--- src/rtl/uart_rx_frame_check.sv ---
// UART receive-frame checker.
// Captures an assembled word and its parity bit when the deserialiser
// signals the end of the data bits. It then checks the stop bit(s) on the
// oversampled serial line and delivers the word with its error flags through
// a one-entry valid/ready holding register that detects overrun.
module uart_rx_frame_check #(
   parameter int DATA_WIDTH = 8,
   parameter int OVERSAMPLE = 8,
   parameter int STOP_BITS  = 1,
   parameter int PARITY_EN  = 1,
   parameter int PARITY_ODD = 0
) (
   input  logic                  clk,
   input  logic                  rst_n,
   input  logic                  rx_datain,
   input  logic [DATA_WIDTH-1:0] rx_data,
   input  logic                  rx_parity,
   input  logic                  checkstop,
   output logic [DATA_WIDTH-1:0] rx_dataout,
   output logic                  rx_valid,
   input  logic                  rx_ready,
   output logic                  stop_error,
   output logic                  parity_error,
   output logic                  overrun_error,
   output logic                  busy
);

   localparam int CW = (OVERSAMPLE > 1) ? $clog2(OVERSAMPLE) : 1;
   localparam logic [CW-1:0] CNT_LAST = CW'(OVERSAMPLE - 1);
   localparam logic          BIT_LAST = 1'(STOP_BITS - 1);

   typedef enum logic {IDLE, STOP} state_t;

   state_t                state_q, state_d;
   logic [CW-1:0]         cnt_q, cnt_d;
   logic                  bit_q, bit_d;
   logic                  complete;
   logic                  ferr;
   logic [DATA_WIDTH-1:0] data_q;
   logic                  perr_q;

   // State register with sample counter and stop-bit index
   always_ff @(posedge clk or negedge rst_n) begin
      if (!rst_n) begin
         state_q <= IDLE;
         cnt_q   <= '0;
         bit_q   <= '0;
      end else begin
         state_q <= state_d;
         cnt_q   <= cnt_d;
         bit_q   <= bit_d;
      end
   end

   // Next-state logic: a low sample aborts the frame immediately
   always_comb begin
      state_d  = state_q;
      cnt_d    = cnt_q;
      bit_d    = bit_q;
      complete = 1'b0;
      ferr     = 1'b0;
      case (state_q)
         IDLE: begin
            if (checkstop) begin
               state_d = STOP;
               cnt_d   = '0;
               bit_d   = '0;
            end
         end
         STOP: begin
            if (!rx_datain) begin
               complete = 1'b1;
               ferr     = 1'b1;
               state_d  = IDLE;
            end else if (cnt_q == CNT_LAST) begin
               if (bit_q == BIT_LAST) begin
                  complete = 1'b1;
                  state_d  = IDLE;
               end else begin
                  bit_d = bit_q + 1'b1;
                  cnt_d = '0;
               end
            end else begin
               cnt_d = cnt_q + CW'(1);
            end
         end
         default: state_d = IDLE;
      endcase
   end

   // Output logic
   always_comb begin
      busy = (state_q == STOP);
   end

   // Capture the word and its parity verdict at the start of the stop period
   always_ff @(posedge clk or negedge rst_n) begin
      if (!rst_n) begin
         data_q <= '0;
         perr_q <= 1'b0;
      end else if (state_q == IDLE && checkstop) begin
         data_q <= rx_data;
         perr_q <= (PARITY_EN != 0) && ((^{rx_data, rx_parity}) != (PARITY_ODD != 0));
      end
   end

   // Holding register: load on completion, release on accept
   always_ff @(posedge clk or negedge rst_n) begin
      if (!rst_n) begin
         rx_dataout    <= '0;
         rx_valid      <= 1'b0;
         stop_error    <= 1'b0;
         parity_error  <= 1'b0;
         overrun_error <= 1'b0;
      end else if (complete) begin
         rx_dataout    <= ferr ? '0 : data_q;
         stop_error    <= ferr;
         parity_error  <= perr_q;
         overrun_error <= rx_valid & ~rx_ready;
         rx_valid      <= 1'b1;
      end else if (rx_valid && rx_ready) begin
         rx_valid <= 1'b0;
      end
   end

endmodule

--- config.mk ---
export PLATFORM = sky130hd
export DESIGN_NAME = uart_rx_frame_check
export DESIGN_NICKNAME = d
export VERILOG_FILES = /design/src/rtl/uart_rx_frame_check.sv
export SDC_FILE = /design/constraint.sdc
export NUM_CORES = 1
export LEC_CHECK = 0
export CORE_MARGIN = 2
export CORE_UTILIZATION = 52
export CTS_CLUSTER_DIAMETER = 60
export DETAILED_ROUTE_END_ITERATION = 10
export HOLD_SLACK_MARGIN = 0.15
export PLACE_DENSITY_LB_ADDON = 0.05
export REMOVE_ABC_BUFFERS = 1
export SLEW_MARGIN = 40
export SYNTH_ARGS = -nofsm -noshare
export SYNTH_HDL_FRONTEND = slang
export SYNTH_SLANG_ARGS = --single-unit
--- constraint.sdc ---
create_clock -name clk -period 4.7 [get_ports clk]
set_clock_uncertainty 0.2 [all_clocks]
set_input_delay 0.705 -clock clk [delete_from_list [all_inputs] [get_ports clk]]
set_output_delay 0.705 -clock clk [all_outputs]
set_load 0.01 [all_outputs]
==> run metrics <==
Sw Pwr roughly 210 uW; Tmin final ~2.7 ns; Hold Vio Cnt, Final 0; Seq pwr share 49.3%; Post-Syn Instances ~110; WP depth 1; grt total ovfl 0; Pwr Density between 400 and 500 nW/um^2; Clk pwr share approximately 13%; total global routing track utilization 18.9%; Routed WL ~2000 um; worst-path cell chain clkdlybuf4s50_1; Pre-antenna DRT Iters 4; # rows 17; Worst Tran Pin Value 0.656 ns; syn avg cell area approximately 10 sq um; vias per cell about 5; Seq/Total Area, Yosys a little over half; final setup fails 0; average wire per standard cell approximately 12 um; clock buffer depth 2; CP Data Required Time approximately 3.8 ns; synthesis-to-layout area growth 25.3%; CP top delay family flip-flops; post_cts resized 0; crit path DAT about 1.8 ns; max-cap viol count 0; vias in the first global route 865; Slew headroom a little under three fifths; Die Wd slightly above 50 um; critical path class register to output port; status complete, no violations; worst skew pair latency roughly 0.30 ns; Yosys reg bits 25; Final Non-Filler Cells between 150 and 200; largest net degree at the start of global routing 26; Worst Setup End Kind output port; setup slack, reg-to-reg around 2.5 ns; num ports 27; r2r startpoint cnt_q[0]; initial antenna violation count 0; share of layout cells above drive strength 1 a little under an eighth; yosys synthesis warning count 0; # fillers 165; Final #Nets between 150 and 200; TNS Setup 0 ns; GPL Wtd Cong about 0.75; Core ar. approximately 2100 sq um; Cell Area, Synth 1160 sq um; Comb pwr share roughly 37%; dpl cell area between 1000 and 1500 sq um; DP Cell Count between 150 and 200; Worst path max stage delay 0.79 ns; Clock Sinks 25; full die area roughly 2600 sq um; switch share 30.9%; Final ANT Viol Nets 0; worst vdd ir about 0.34 mV; Die H approximately 51 um; Crit Path Max Fanout 24; Port-buffer cells 26; CTS tree yes; DR DRC count 0; Highest Clock Rate 0.376 GHz; Hold WC Path Type input port to async pin; register area roughly 630 sq um; Initial Util 53.9%; Worst Setup SP busy; ANT cells 0; Root Driver clkbuf_4; R2R cell count 5; Vias ~800; count of cell types in the netlist 18; H-Tree Depth 1; crit start category register; first-pass GRT wire length roughly 3700 um; crit share post-route 56.6%; design area roughly 1500 sq um; internal power about 470 uW; hold buffer count at cts 0; number of post-CTS setup repair buffers 0; Buf/Inv on CP 1; Worst R2R End parity_error; initial detailed-routing violation count 12; Multi-input gate area 470 sq um; worst setup path end busy; RSZ-0062 raised after global routing false; Slew Limit Fails 0; LEAKAGE roughly 0.00063 uW; Num CTS Buffers 3; hpwl dp ~1400 um; CP max stage cell dfrtp_1; Clk pin slew, worst setup/hold paths between 0.1 and 0.15 ns
## layer usage
metal  up-vias  part of all wire (%)  GRT usage [%]
met4         0                  0.70           5.41
li1        417                     -              -
met3         2                   3.2           3.51
met2        15                    50           33.8
met5         -                     0              0
met1       386                    45           23.0
## final cells by class
class | count | share of cell area [%]
well taps | 28 | 2.42
flip-flops and latches | 25 | 43.1
clock buffers | 4 | 1.81
multi-input cells | 71 | 32.4
inverters | 10 | 2.59
repair buffers | 26 | 17.6
## state kept, by name, summed over array words and instances, names as in the netlist
register / flops
stop_error: 1
parity_error: 1
perr_q: 1
busy: 1
rx_valid: 1
cnt_q: 3
data_q: 8
overrun_error: 1
rx_dataout: 8
## power groups by stage
stage	Sequential, uW	Clock, uW	Combinational [uW]
3_3_place_gp	334	0	252
6_report	333	90.8	252
3_5_place_dp	339	0	255
2_1_floorplan	350	0	110
4_1_cts	334	95.9	256
5_1_grt	343	103	285
## synth_stat cells
| master | count | area share [%] |
|---|---|---|
| a21oi_1 | 1 | 0.43 |
| mux2_2 | 9 | 8.8 |
| o22ai_1 | 1 | 0.54 |
| xor2_1 | 1 | 0.76 |
| o21ai_0 | 18 | 7.8 |
| dfrtp_1 | 25 | 54 |
| nor2b_1 | 1 | 0.54 |
| buf_2 | 3 | 1.3 |
| inv_1 | 10 | 3.2 |
| nand2b_1 | 2 | 1.1 |
| nand3_1 | 10 | 4.3 |
| nand2_1 | 17 | 5.5 |
| xnor3_1 | 1 | 1.9 |
| clkbuf_1 | 3 | 0.97 |
| xnor2_1 | 6 | 4.5 |
| nor2b_2 | 1 | 0.76 |
| ha_1 | 2 | 2.2 |
| mux2_4 | 1 | 1.3 |
## how the worst min path moves through the flow
stage               start         end  slack [ns]  depth (start not counted)
4_1_cts             rst_n    cnt_q[0]        0.18                          1
6_report            rst_n    rx_valid        0.16                          1
5_1_grt             rst_n   data_q[6]        0.21                          1
2_1_floorplan       rst_n        busy        0.21                          0
3_3_place_gp     cnt_q[1]    cnt_q[1]        0.26                          2
3_5_place_dp   stop_error  stop_error        0.28                          2
## cell usage in the layout, fill, tap and decap left out, types with 2 or more instances in the layout
master	n
clkdlybuf4s50_1	25
mux2_2	9
inv_1	10
nor2b_2	2
clkbuf_4	3
nand3_1	10
o21ai_0	18
dfrtp_1	25
ha_1	2
xnor2_1	6
nand2_1	17
nand2b_1	2
## cells by family after synthesis
| family | synth area share (%) |
|---|---|
| XOR/XNOR | 7.24 |
| adder cells (fa/ha/maj) | 2.16 |
| flip-flops | 54.1 |
| buffers and inverters | 5.51 |
| AO/OA/AOI/OAI | 8.76 |
| multiplexers | 10.1 |
| AND/OR/NAND/NOR | 12.2 |
## per-stage QoR
stage               hold WS (ns)  setup slack, ns  util (%)  power, uW
detailed placement         0.277             2.12      66.3        594
floorplan                  0.209             2.74         -        460
finish                     0.165             2.04      67.5        676
CTS                        0.180             2.02      67.5        686
global route               0.207             1.90      67.5        731
global placement           0.260             2.01      66.4        586
Note: power is estimated with default switching activity, not from simulation.
